==> src/rtl/axil_cmd_master_if.sv <==
// rtl/axil_cmd_master_if.sv - AXI4-Lite bus bundle between the command master and a register slave
interface axil_cmd_master_if;
  logic [31:0] M_AXI_AWADDR;
  logic        M_AXI_AWVALID;
  logic        M_AXI_AWREADY;
  logic [31:0] M_AXI_WDATA;
  logic [3:0]  M_AXI_WSTRB;
  logic        M_AXI_WVALID;
  logic        M_AXI_WREADY;
  logic [1:0]  M_AXI_BRESP;
  logic        M_AXI_BVALID;
  logic        M_AXI_BREADY;
  logic [31:0] M_AXI_ARADDR;
  logic        M_AXI_ARVALID;
  logic        M_AXI_ARREADY;
  logic [31:0] M_AXI_RDATA;
  logic [1:0]  M_AXI_RRESP;
  logic        M_AXI_RVALID;
  logic        M_AXI_RREADY;

  modport master (
    output M_AXI_AWADDR, M_AXI_AWVALID, input M_AXI_AWREADY,
    output M_AXI_WDATA, M_AXI_WSTRB, M_AXI_WVALID, input M_AXI_WREADY,
    input M_AXI_BRESP, M_AXI_BVALID, output M_AXI_BREADY,
    output M_AXI_ARADDR, M_AXI_ARVALID, input M_AXI_ARREADY,
    input M_AXI_RDATA, M_AXI_RRESP, M_AXI_RVALID, output M_AXI_RREADY
  );

  modport slave (
    input M_AXI_AWADDR, M_AXI_AWVALID, output M_AXI_AWREADY,
    input M_AXI_WDATA, M_AXI_WSTRB, M_AXI_WVALID, output M_AXI_WREADY,
    output M_AXI_BRESP, M_AXI_BVALID, input M_AXI_BREADY,
    input M_AXI_ARADDR, M_AXI_ARVALID, output M_AXI_ARREADY,
    output M_AXI_RDATA, M_AXI_RRESP, M_AXI_RVALID, input M_AXI_RREADY
  );
endinterface

==> src/rtl/axil_cmd_master.sv <==
// rtl/axil_cmd_master.sv - single-outstanding AXI4-Lite register master (optional slow-slave flag: AXIL_MASTER_TIMEOUT_EN)
module axil_cmd_master #(
  parameter logic [15:0] TIMEOUT = 16'd1023
) (
  input  logic        clk,
  input  logic        rst,
  input  logic        cmd_valid,
  output logic        cmd_ready,
  input  logic        cmd_write,
  input  logic [31:0] cmd_addr,
  input  logic [31:0] cmd_wdata,
  input  logic [3:0]  cmd_wstrb,
  output logic        rsp_valid,
  output logic [31:0] rsp_rdata,
  output logic        rsp_err,
  output logic        timeout,
  axil_cmd_master_if.master bus
);

  typedef enum logic [2:0] {IDLE, WR, WRESP, RADDR, RDATA} state_t;

  state_t      state, state_next;
  logic        accept, aw_done, w_done, b_fire, r_fire;
  logic        awvalid_q, wvalid_q, arvalid_q;
  logic [31:0] addr_q, wdata_q;
  logic [3:0]  wstrb_q;
  logic        rsp_valid_q, rsp_err_q;
  logic [31:0] rsp_rdata_q;
  logic        unused_bits;

  assign cmd_ready = (state == IDLE);
  assign accept    = (state == IDLE) && cmd_valid;
  // A channel is done once its VALID has dropped or it handshakes this cycle.
  assign aw_done   = !awvalid_q || bus.M_AXI_AWREADY;
  assign w_done    = !wvalid_q || bus.M_AXI_WREADY;
  assign b_fire    = (state == WRESP) && bus.M_AXI_BVALID;
  assign r_fire    = (state == RDATA) && bus.M_AXI_RVALID;

  assign bus.M_AXI_AWADDR  = addr_q;
  assign bus.M_AXI_ARADDR  = addr_q;
  assign bus.M_AXI_WDATA   = wdata_q;
  assign bus.M_AXI_WSTRB   = wstrb_q;
  assign bus.M_AXI_AWVALID = awvalid_q;
  assign bus.M_AXI_WVALID  = wvalid_q;
  assign bus.M_AXI_ARVALID = arvalid_q;
  assign bus.M_AXI_BREADY  = (state == WRESP);
  assign bus.M_AXI_RREADY  = (state == RDATA);

  assign rsp_valid = rsp_valid_q;
  assign rsp_rdata = rsp_rdata_q;
  assign rsp_err   = rsp_err_q;

  // State register; reset abandons any transaction in flight.
  always_ff @(posedge clk or posedge rst) begin
    if (rst) state <= IDLE;
    else     state <= state_next;
  end

  // Next-state decode: write waits for both AW and W, read walks AR then R.
  always_comb begin
    state_next = state;
    case (state)
      IDLE:    if (cmd_valid) state_next = cmd_write ? WR : RADDR;
      WR:      if (aw_done && w_done) state_next = WRESP;
      WRESP:   if (bus.M_AXI_BVALID) state_next = IDLE;
      RADDR:   if (bus.M_AXI_ARREADY) state_next = RDATA;
      RDATA:   if (bus.M_AXI_RVALID) state_next = IDLE;
      default: state_next = IDLE;
    endcase
  end

  // Registered VALIDs: raised on accept, each dropped after its own handshake.
  always_ff @(posedge clk or posedge rst) begin
    if (rst) begin
      awvalid_q <= 1'b0;
      wvalid_q  <= 1'b0;
      arvalid_q <= 1'b0;
    end else begin
      if (accept && cmd_write) begin
        awvalid_q <= 1'b1;
        wvalid_q  <= 1'b1;
      end else begin
        if (awvalid_q && bus.M_AXI_AWREADY) awvalid_q <= 1'b0;
        if (wvalid_q && bus.M_AXI_WREADY)   wvalid_q  <= 1'b0;
      end
      if (accept && !cmd_write)                 arvalid_q <= 1'b1;
      else if (arvalid_q && bus.M_AXI_ARREADY) arvalid_q <= 1'b0;
    end
  end

  // Command payload captured on accept and held stable for the whole transaction.
  always_ff @(posedge clk or posedge rst) begin
    if (rst) begin
      addr_q  <= 32'd0;
      wdata_q <= 32'd0;
      wstrb_q <= 4'd0;
    end else if (accept) begin
      addr_q  <= cmd_addr;
      wdata_q <= cmd_wdata;
      wstrb_q <= cmd_wstrb;
    end
  end

  // Completion pulse plus result that holds until the next completion.
  always_ff @(posedge clk or posedge rst) begin
    if (rst) begin
      rsp_valid_q <= 1'b0;
      rsp_err_q   <= 1'b0;
      rsp_rdata_q <= 32'd0;
    end else begin
      rsp_valid_q <= b_fire || r_fire;
      if (b_fire) begin
        rsp_err_q   <= bus.M_AXI_BRESP[1];
        rsp_rdata_q <= 32'd0;
      end else if (r_fire) begin
        rsp_err_q   <= bus.M_AXI_RRESP[1];
        rsp_rdata_q <= bus.M_AXI_RDATA;
      end
    end
  end

`ifdef AXIL_MASTER_TIMEOUT_EN
  logic [15:0] tmo_cnt, tmo_inc;
  logic        timeout_q;

  assign tmo_inc     = (tmo_cnt == 16'hFFFF) ? tmo_cnt : tmo_cnt + 16'd1;
  assign timeout     = timeout_q;
  assign unused_bits = bus.M_AXI_BRESP[0] ^ bus.M_AXI_RRESP[0];

  // Saturating busy-cycle counter; the flag is sticky until the next accept and never aborts.
  always_ff @(posedge clk or posedge rst) begin
    if (rst) begin
      tmo_cnt   <= 16'd0;
      timeout_q <= 1'b0;
    end else if (accept) begin
      tmo_cnt   <= 16'd0;
      timeout_q <= 1'b0;
    end else if (state != IDLE) begin
      tmo_cnt <= tmo_inc;
      if (tmo_inc >= TIMEOUT) timeout_q <= 1'b1;
    end
  end
`else
  assign timeout     = 1'b0;
  assign unused_bits = bus.M_AXI_BRESP[0] ^ bus.M_AXI_RRESP[0] ^ (^TIMEOUT);
`endif

endmodule

==> src/flat_wrapper.sv <==
// flat-port wrapper written by rule: the top's interface ports become plain ports
module axil_cmd_master_flat 
#(
  parameter logic [15:0] TIMEOUT = 16'd1023
)
  (clk, rst, cmd_valid, cmd_ready, cmd_write, cmd_addr, cmd_wdata, cmd_wstrb, rsp_valid, rsp_rdata, rsp_err, timeout, bus_M_AXI_AWADDR, bus_M_AXI_AWVALID, bus_M_AXI_AWREADY, bus_M_AXI_WDATA, bus_M_AXI_WSTRB, bus_M_AXI_WVALID, bus_M_AXI_WREADY, bus_M_AXI_BRESP, bus_M_AXI_BVALID, bus_M_AXI_BREADY, bus_M_AXI_ARADDR, bus_M_AXI_ARVALID, bus_M_AXI_ARREADY, bus_M_AXI_RDATA, bus_M_AXI_RRESP, bus_M_AXI_RVALID, bus_M_AXI_RREADY);
  axil_cmd_master_if bus_i ();
  input  logic clk;
  input  logic rst;
  input  logic cmd_valid;
  output logic cmd_ready;
  input  logic cmd_write;
  input  logic [31:0] cmd_addr;
  input  logic [31:0] cmd_wdata;
  input  logic [3:0] cmd_wstrb;
  output logic rsp_valid;
  output logic [31:0] rsp_rdata;
  output logic rsp_err;
  output logic timeout;
  output wire logic [$bits(bus_i.M_AXI_AWADDR)-1:0] bus_M_AXI_AWADDR;
  output wire logic [$bits(bus_i.M_AXI_AWVALID)-1:0] bus_M_AXI_AWVALID;
  input wire logic [$bits(bus_i.M_AXI_AWREADY)-1:0] bus_M_AXI_AWREADY;
  output wire logic [$bits(bus_i.M_AXI_WDATA)-1:0] bus_M_AXI_WDATA;
  output wire logic [$bits(bus_i.M_AXI_WSTRB)-1:0] bus_M_AXI_WSTRB;
  output wire logic [$bits(bus_i.M_AXI_WVALID)-1:0] bus_M_AXI_WVALID;
  input wire logic [$bits(bus_i.M_AXI_WREADY)-1:0] bus_M_AXI_WREADY;
  input wire logic [$bits(bus_i.M_AXI_BRESP)-1:0] bus_M_AXI_BRESP;
  input wire logic [$bits(bus_i.M_AXI_BVALID)-1:0] bus_M_AXI_BVALID;
  output wire logic [$bits(bus_i.M_AXI_BREADY)-1:0] bus_M_AXI_BREADY;
  output wire logic [$bits(bus_i.M_AXI_ARADDR)-1:0] bus_M_AXI_ARADDR;
  output wire logic [$bits(bus_i.M_AXI_ARVALID)-1:0] bus_M_AXI_ARVALID;
  input wire logic [$bits(bus_i.M_AXI_ARREADY)-1:0] bus_M_AXI_ARREADY;
  input wire logic [$bits(bus_i.M_AXI_RDATA)-1:0] bus_M_AXI_RDATA;
  input wire logic [$bits(bus_i.M_AXI_RRESP)-1:0] bus_M_AXI_RRESP;
  input wire logic [$bits(bus_i.M_AXI_RVALID)-1:0] bus_M_AXI_RVALID;
  output wire logic [$bits(bus_i.M_AXI_RREADY)-1:0] bus_M_AXI_RREADY;
  assign bus_M_AXI_AWADDR = bus_i.M_AXI_AWADDR;
  assign bus_M_AXI_AWVALID = bus_i.M_AXI_AWVALID;
  assign bus_i.M_AXI_AWREADY = bus_M_AXI_AWREADY;
  assign bus_M_AXI_WDATA = bus_i.M_AXI_WDATA;
  assign bus_M_AXI_WSTRB = bus_i.M_AXI_WSTRB;
  assign bus_M_AXI_WVALID = bus_i.M_AXI_WVALID;
  assign bus_i.M_AXI_WREADY = bus_M_AXI_WREADY;
  assign bus_i.M_AXI_BRESP = bus_M_AXI_BRESP;
  assign bus_i.M_AXI_BVALID = bus_M_AXI_BVALID;
  assign bus_M_AXI_BREADY = bus_i.M_AXI_BREADY;
  assign bus_M_AXI_ARADDR = bus_i.M_AXI_ARADDR;
  assign bus_M_AXI_ARVALID = bus_i.M_AXI_ARVALID;
  assign bus_i.M_AXI_ARREADY = bus_M_AXI_ARREADY;
  assign bus_i.M_AXI_RDATA = bus_M_AXI_RDATA;
  assign bus_i.M_AXI_RRESP = bus_M_AXI_RRESP;
  assign bus_i.M_AXI_RVALID = bus_M_AXI_RVALID;
  assign bus_M_AXI_RREADY = bus_i.M_AXI_RREADY;
  axil_cmd_master #(.TIMEOUT(TIMEOUT)) u_core (.clk(clk), .rst(rst), .cmd_valid(cmd_valid), .cmd_ready(cmd_ready), .cmd_write(cmd_write), .cmd_addr(cmd_addr), .cmd_wdata(cmd_wdata), .cmd_wstrb(cmd_wstrb), .rsp_valid(rsp_valid), .rsp_rdata(rsp_rdata), .rsp_err(rsp_err), .timeout(timeout), .bus(bus_i));
endmodule
==> config.mk <==
export PLATFORM = sky130hd
export DESIGN_NAME = axil_cmd_master_flat
export DESIGN_NICKNAME = d
export VERILOG_FILES = /design/src/rtl/axil_cmd_master_if.sv /design/src/rtl/axil_cmd_master.sv /design/src/flat_wrapper.sv
export SDC_FILE = /design/constraint.sdc
export NUM_CORES = 1
export LEC_CHECK = 0
export BUFFER_PORTS_ARGS = -buffer_cell sky130_fd_sc_hd__buf_2
export CORE_MARGIN = 2
export CORE_UTILIZATION = 41
export CTS_BUF_LIST = sky130_fd_sc_hd__clkbuf_2
export DETAILED_ROUTE_END_ITERATION = 8
export HOLD_SLACK_MARGIN = 0.02
export PLACE_DENSITY = 0.83
export SLEW_MARGIN = 20
export SYNTH_ARGS = -nofsm -noshare
export SYNTH_HDL_FRONTEND = slang
export SYNTH_SLANG_ARGS = --single-unit
==> constraint.sdc <==
create_clock -name clk -period 4 [get_ports clk]
set_clock_uncertainty 0.2 [all_clocks]
set_input_delay 1.2 -clock clk [delete_from_list [all_inputs] [get_ports clk]]
set_output_delay 1.2 -clock clk [all_outputs]
set_load 0.1 [all_outputs]
==> impl_metrics.ini, run 1 <==
[clock_tree]
path_clk_slew_ns = 0.25
root_buffer = clkbuf_2
cts_buffer_depth = 2
cts_tree = yes
ctsHoldBuffers = 0
clk_latency_ns = 0.53
ctsResizeCount = 0
cts_sinks = 108
cts-buffers-inserted = 9
post_cts_buffers = 0
ctsHtreeMaxLevel = 3

[timing]
slew_viol_final = 0
fmax_mhz = 295
fin_crit_ns = 3.39
rsz0062_at_grt = false
fin_crit_sh_pct = 84.7
finalSetupViolations = 0
tns_ns = 0
worstMarginPinSlew_ns = 0.725
finalHoldViolCount = 0
slew-limit-headroom_pct = 51.6

[global_route]
grt_util_met3_pct = 4.60
antenna_found_initial = 0
met1_usage_pct = 19.4
gr-max-usage-layer = met2
grt_max_degree = 56
track_usage_pct = 16.8
grtUsageMet2_pct = 29.9
grt_pass1_wl_um = 15000
grt_pass1_vias = 3042
gr-total-overflow = 0

[die]
die_y_um = 108
dieWidth_um = 108
io_pins = 254
fp-row-count = 37
start_util_pct = 42.5
core_area_um2 = 10400
die-area_um2 = 11600

[synth]
synth_mux_area_share_pct = 19.2
synth_fa_ha_area_share_pct = 0
yosys.area_share.simple_pct = 2.70
synth_top_area_share_pct = 61.4
ys_warn_count = 0
synth_xor_area_share_pct = 0
synthCells = 287
syn_area_um2 = 4400
ys_seq_elements = 108
synth.avg_cell_area_um2 = 15.3
syn-num-nets = 400
yosys-top-cells-area = dfrtp_1, mux2_2, a22o_1
synth_top_area_cell = dfrtp_1
ys_seq_area_share_pct = 61.4
synth_compound_area_share_pct = 7.67
synth_top_family_by_area = multiplexers
synth_cell_types = 28

[final_layout]
layout_commonest_cell = buf_2
layout.nets = 617
drive_gt1_share_pct = 67.7
regArea_um2 = 2700
area_delta_synth_final_pct = 27.0
multiInputGateArea_um2 = 1310
diodes = 0
final_cell_mix = buf_2, dfrtp_1, mux2_2, a22o_1, mux2_4
num-fill-cells = 871

[worst_setup_path]
path_class = reg2out
worstPathRequired_ns = 2.60
cp-endpoint = bus_M_AXI_BREADY
reg2reg_from = u_core.state[0]
reg2reg_slack_ns = 1.57
worst_ep_arrival_time_ns = 1.99
crit_fanout = 11
r2r_end = u_core.rsp_rdata[31]
cp-start-kind = register
reg2regPathDepth = 4
critPathLaunch = u_core.state[1]
crit_path_end_kind = primary output

[drt]
route.detailed.drc = 0
first_pass_iters = 4
drt-wirelength-per-cell_um = 15.6
vias_per_cell = 4.76
drt.antenna.violating_nets = 0
drt_iter0_drc = 108
num_vias = 3068
wirelength_um = 10000

[status]
outcome = finished, final reports clean

[worst_hold_path]
hold_class = reg2reg

[flow_run]
cap_violations = 0

[placement]
place_hpwl_um = 7610
gp_congestion = 0.775
portBuffers = 250
-- state kept, by name, summed over array words and instances, names as in the netlist --
| register | flops |
|---|---|
| u_core.bus.M_AXI_ARADDR | 32 |
| u_core.rsp_err | 1 |
| u_core.bus.M_AXI_AWVALID | 1 |
| u_core.bus.M_AXI_WSTRB | 4 |
| u_core.state | 3 |
| u_core.bus.M_AXI_WDATA | 32 |
| u_core.rsp_valid | 1 |
| u_core.bus.M_AXI_WVALID | 1 |
| u_core.bus.M_AXI_ARVALID | 1 |
| u_core.rsp_rdata | 32 |
-- metrics by stage --
stage,hold slack [ns],util (%),worst slack (ns),cells,instance area (µm²)
global route,0.352,53.9,0.425,644,5590
floorplan,0.367,-,0.00219,287,4410
CTS,0.336,53.9,0.524,644,5590
finish,0.336,53.9,0.611,644,5590
detailed placement,0.277,52.9,0.982,629,5490
global placement,0.280,52.9,1.05,629,5490
-- cell usage after synthesis, drive strengths merged --
master / number
nand3b: 1
nor2: 1
a221o: 1
nor3b: 1
mux2: 69
nand3: 1
nand2b: 2
nand2: 5
nor4b: 1
and3: 1
a22o: 32
dfrtp: 108
buf: 47
conb: 1
a21oi: 2
and4bb: 1
nand4: 1
a221oi: 1
a41o: 1
inv: 4
o41ai: 1
clkbuf: 2
o22ai: 1
nor3: 2
-- layout make-up --
cell class              instances  area share (%)
repair buffers                255            23.0
well taps                     136            3.04
clock inverters                 6            1.01
clock buffers                   9           0.806
inverters                       4           0.336
flip-flops and latches        108            48.3
multi-input cells             126            23.4
-- worst max-delay path, stage by stage (launching register included) --
cell and delay [ns]:
dfrtp_1 0.61, nor3b_2 0.35, buf_2 0.49
-- cell families (layout without fill, tap and decap cells) --
kind of cell,count (synthesis),in the layout
flops,108,108
other cells,1,1
mux,69,69
compound gates,39,39
simple gates,17,17
buf+inv,53,274
-- worst min path at each step --
stage	from	slack, ns	cells after the start	end
3_5_place_dp	u_core.rsp_rdata[30]	0.28	1	u_core.rsp_rdata[30]
5_1_grt	u_core.rsp_rdata[8]	0.35	1	u_core.rsp_rdata[8]
2_1_floorplan	u_core.state[2]	0.37	1	u_core.state[1]
6_report	u_core.rsp_rdata[12]	0.34	1	u_core.rsp_rdata[12]
4_1_cts	u_core.rsp_rdata[7]	0.34	1	u_core.rsp_rdata[7]
3_3_place_gp	u_core.rsp_rdata[8]	0.28	1	u_core.rsp_rdata[8]
-- metal layers --
layer  part of all wire, %  vias up
met3                   7.8       12
met4                   1.4        0
li1                      -     1419
met1                    38     1484
met5                     0        -
met2                    52      153
Power of run 1 is left out: the tool's default activity adds up to more than one toggle a clock period on the data nets, which glitch-free logic cannot reach.
==> run 2, diff against run 1 <==
- CORE_UTILIZATION: 41 -> 45
- PLACE_DENSITY: 0.83 -> 0.86
- clock period: 4 -> 3.3 ns (I/O delays scaled with it)
==> run 2 against run 1 <==
Net effect:
- worst setup slack worse by 0.43 ns
- die area is 8.6% lower
- largest cell class unchanged
- cell count unchanged
- critical path depth unchanged
- flip-flop and latch count unchanged
==> impl_metrics.ini, run 2 (synthesis results as in run 1) <==
[worst_setup_path]
worstPathRequired_ns = 2.11
path_class = reg2out
crit_path_end_kind = primary output
worst_ep_arrival_time_ns = 1.93
crit_fanout = 11
critical_path.cell_chain = nor3b_2, clkbuf_4
cp-start-kind = register
crit_path_max_incr_delay_ns = 0.63
cp_slowest_cell = dfrtp_1

[timing]
rsz0062_at_grt = false
finalSetupViolations = 0
slew_viol_final = 0
slew-limit-headroom_pct = 57.5
fmax_mhz = 321
worstMarginPinSlew_ns = 0.637
fin_crit_sh_pct = 94.5
fin_crit_ns = 3.12
tns_ns = 0
finalHoldViolCount = 0

[global_route]
gr-total-overflow = 0
track_usage_pct = 17.4
grt_pass1_vias = 2927
grt_util_met3_pct = 3.59
grt_max_degree = 71
gr-max-usage-layer = met2
met1_usage_pct = 21.6
grtUsageMet2_pct = 29.1
grt_pass1_wl_um = 14200
antenna_found_initial = 0

[clock_tree]
clk_latency_ns = 0.53
cts_sinks = 108
root_buffer = clkbuf_2
cts_buffer_depth = 2
path_clk_slew_ns = 0.25
ctsHtreeMaxLevel = 3
cts_tree = yes
cts-buffers-inserted = 9

[final_layout]
multiInputGateArea_um2 = 1320
area_delta_synth_final_pct = 29.2
diodes = 0
instances_no_fill = 644
layout_commonest_cell = buf_2
layout.nets = 619
regArea_um2 = 2700
drive_gt1_share_pct = 68.3
final_cell_mix = buf_2, dfrtp_1, mux2_2, a22o_1, mux2_4
num-fill-cells = 816

[placement]
gp_congestion = 0.765
portBuffers = 250
place_hpwl_um = 7290
place_inst = 628

[worst_hold_path]
hold_class = in2async

[drt]
vias_per_cell = 4.83
drt_iter0_drc = 127
wirelength_um = 9830
first_pass_iters = 4
route.detailed.drc = 0
drt-wirelength-per-cell_um = 15.3
drt.antenna.violating_nets = 0
num_vias = 3111

[die]
die_y_um = 103
die-area_um2 = 10600
io_pins = 254
fp-row-count = 36
core_area_um2 = 9640
start_util_pct = 45.7
dieWidth_um = 103

[flow_run]
cap_violations = 0

[status]
outcome = finished, final reports clean
## run 2: cell types whose count changed in the layout (fill, tap and decap cells not counted), sizes merged
cell | previous run | this run
buf | 255 | 256
bufinv | 1 | 3
clkbuf | 9 | 12
clkinv | 4 | 2
clkinvlp | 2 | 1
## run 2: what timing repair did
action,4_1_cts,5_1_grt
hold endpoints to repair,0,0
hold buffers,0,0
gates resized for setup,0,1
endpoints found under the setup margin,0,1
setup buffers,0,0
## run 2: worst paths after layout
kind | end | from | slack [ns] | depth (start not counted)
worst min register to register | u_core.rsp_rdata[18] | u_core.rsp_rdata[18] | 0.34 | 1
worst max-delay path | bus_M_AXI_BREADY | u_core.state[1] | 0.18 | 2
min in group clk | u_core.rsp_rdata[18] | u_core.rsp_rdata[18] | 0.34 | 1
max in group asynchronous | u_core.bus.M_AXI_ARADDR[29] | rst | 1.86 | 3
worst min-delay path | u_core.bus.M_AXI_WSTRB[1] | rst | 0.29 | 2
worst max register to register | u_core.bus.M_AXI_ARADDR[28] | u_core.state[0] | 1.20 | 3
## run 2: worst max-delay path: cells and delay by family, from the launching register on
kind / cells / cell delay [ns]
simple gates: 1 / 0.36
flops: 1 / 0.63
buf+inv: 1 / 0.41
## run 2: layout make-up
| type | count | share of cell area, % |
|---|---|---|
| sequential | 108 | 47.5 |
| timing repair buffer | 257 | 23.4 |
| multi-input combinational | 126 | 23.1 |
| tap | 133 | 2.93 |
| clock inverter | 5 | 1.76 |
| clock buffer | 11 | 0.968 |
| inverter | 4 | 0.330 |
## run 2: routing by layer
metal	vias up	part of all wire, %
met5	-	0
met4	0	1.8
met3	15	6.6
met2	143	51
met1	1527	41
li1	1426	-
## run 2: metrics by stage
step | instance area, µm² | setup WS (ns) | hold slack (ns) | util, %
3_5_place_dp | 5530 | 0.696 | 0.277 | 57.4
2_1_floorplan | 4420 | 0.306 | 0.367 | -
5_1_grt | 5690 | 0.0271 | 0.241 | 59.0
3_3_place_gp | 5530 | 0.728 | 0.279 | 57.4
4_1_cts | 5690 | 0.0117 | 0.244 | 59.0
6_report | 5690 | 0.182 | 0.289 | 59.0
Power of run 2 is left out for the same reason.
==> run 3, diff against run 2 <==
- ABC_AREA: default -> 1
- PLACE_DENSITY: 0.86 -> 0.85
- TNS_END_PERCENT: default -> 10
==> run 3 against run 2 <==
Net effect:
- wire length increased by 13%
- clock-buffer cell count fell by 1
- fmax rose by 2.9%
- die area rose by 2.8%
==> impl_metrics.ini, run 3 <==
[drt]
num_vias = 3955
drt_iter0_drc = 224
first_pass_iters = 5
route.detailed.drc = 0
wirelength_um = 11100
drt-wirelength-per-cell_um = 12.9
drt.antenna.violating_nets = 0
vias_per_cell = 4.59

[worst_setup_path]
path_class = reg2out
worst_ep_arrival_time_ns = 1.84
worstPathRequired_ns = 2.11
crit_path_end_kind = primary output
cp-start-kind = register
crit_fanout = 6

[worst_hold_path]
hold_class = reg2reg

[synth]
ys_seq_area_share_pct = 59.6
synth.most_common_cell = nand2_1
ys.flop_type = dfrtp_1
synthTopCellsByCount = nand2_1, dfrtp_1, nand3_1, buf_4, buf_2
synth.avg_cell_area_um2 = 8.77
synth_edf_count = 0
ys_warn_count = 0
ys_seq_elements = 108
yosys-top-cells-area = dfrtp_1, nand2_1, buf_4
synth_top_area_cell = dfrtp_1
synthCells = 517
syn-num-nets = 630
syn_area_um2 = 4530
synth_top_area_share_pct = 59.6
async_reset_ff_share_pct = 100
synth_cell_types = 20

[timing]
rsz0062_at_grt = false
finalHoldViolCount = 0
worstMarginPinSlew_ns = 0.729
slew_viol_final = 0
fin_crit_ns = 3.03
setup_ws_ns = 0.271
slew-limit-headroom_pct = 51.3
tns_ns = 0
fmax_mhz = 330
fin_crit_sh_pct = 91.8
finalSetupViolations = 0

[clock_tree]
path_clk_slew_ns = 0.23
ctsHoldBuffers = 0
ctsResizeCount = 0
cts-buffers-inserted = 9
cts_sinks = 108
clk_latency_ns = 0.52
cts_buffer_depth = 2
ctsHtreeMaxLevel = 3
root_buffer = clkbuf_2
cts_tree = yes
post_cts_buffers = 0

[final_layout]
drive_gt1_share_pct = 39.6
num-fill-cells = 887
area_delta_synth_final_pct = 26.1
diodes = 0
layout.nets = 839
final_cell_mix = nand2_1, buf_2, dfrtp_1, nand3_1, nand2_2
instances_no_fill = 862
regArea_um2 = 2700
multiInputGateArea_um2 = 1390
layout_commonest_cell = nand2_1

[die]
die_y_um = 104
die-area_um2 = 10900
core_area_um2 = 9770
fp-row-count = 36
dieWidth_um = 104
io_pins = 254
start_util_pct = 46.4

[placement]
place_inst = 848
gp_congestion = 0.816
portBuffers = 250
dp_slack_ns = 0.822
place_hpwl_um = 8140

[global_route]
track_usage_pct = 20.7
gr-total-overflow = 0
antenna_found_initial = 0
grt_max_degree = 70
grt_pass1_vias = 3901
grt_pass1_wl_um = 18300

[status]
outcome = finished, final reports clean

[flow_run]
cap_violations = 0
==> run 3: cell count changes in the layout (fill, tap and decap cells not counted), sizes merged, moves of 2 or more <==
cell / delta
nand2: +284
a22o: -32
nand3: +38
a21oi: -2
bufinv: -3
clkinvlp: +2
o21ai: +2
nor2: +4
clkbuf: -2
nand2b: -2
inv: +8
mux2: -69
==> run 3: layer usage <==
layer | GRT usage, % | routed length [µm] | vias up | share of wire [%]
met4 | 6.08 | 120 | 0 | 1.1
met1 | 25.4 | 4600 | 1817 | 42
li1 | - | - | 1958 | -
met2 | 35.6 | 5410 | 172 | 49
met5 | 0 | 0 | - | 0
met3 | 5.45 | 955 | 8 | 8.6
==> run 3: cell type report <==
class	count	share of cell area, %
Clock buffer	10	0.875
Sequential cell	108	47.3
Clock inverter	4	0.503
Inverter	12	0.897
Multi-Input combinational cell	340	24.3
Tap cell	133	2.91
Timing Repair Buffer	255	23.2
==> run 3: worst max-delay path, cell delays in order (launching register included) <==
cell,delay (ns)
dfrtp_1,0.53
inv_1,0.06
nor2_1,0.15
nand2_1,0.07
inv_1,0.10
buf_2,0.44
==> run 3: path summary, 6_finish.rpt <==
check / startpoint / to / slack [ns] / cells after the start
worst max-delay path: u_core.state[1] / bus_M_AXI_BREADY / 0.27 / 5
worst min-delay path: u_core.rsp_rdata[27] / u_core.rsp_rdata[27] / 0.30 / 2
worst max register to register: u_core.state[1] / u_core.bus.M_AXI_WVALID / 1.25 / 7
worst min register to register: u_core.rsp_rdata[27] / u_core.rsp_rdata[27] / 0.30 / 2
max in group asynchronous: rst / u_core.bus.M_AXI_WSTRB[1] / 1.91 / 3
min in group asynchronous: rst / u_core.bus.M_AXI_WDATA[3] / 0.34 / 2
==> run 3: cells by family after synthesis <==
kind of cell	after synthesis	synth area share, %
simple gates	336	30.2
flops	108	59.6
buf+inv	69	9.74
compound gates	3	0.359
other cells	1	0.0827
==> run 3: per-stage QoR <==
step | utilization [%] | hold slack, ns | area (µm²)
final | 58.5 | 0.298 | 5720
after global routing | 58.5 | 0.299 | 5720
after CTS | 58.5 | 0.289 | 5720
after detailed placement | 57.7 | 0.254 | 5640
after global placement | 57.7 | 0.249 | 5640
after floorplan | - | 0.358 | 4540
Power of run 3 is left out for the same reason.
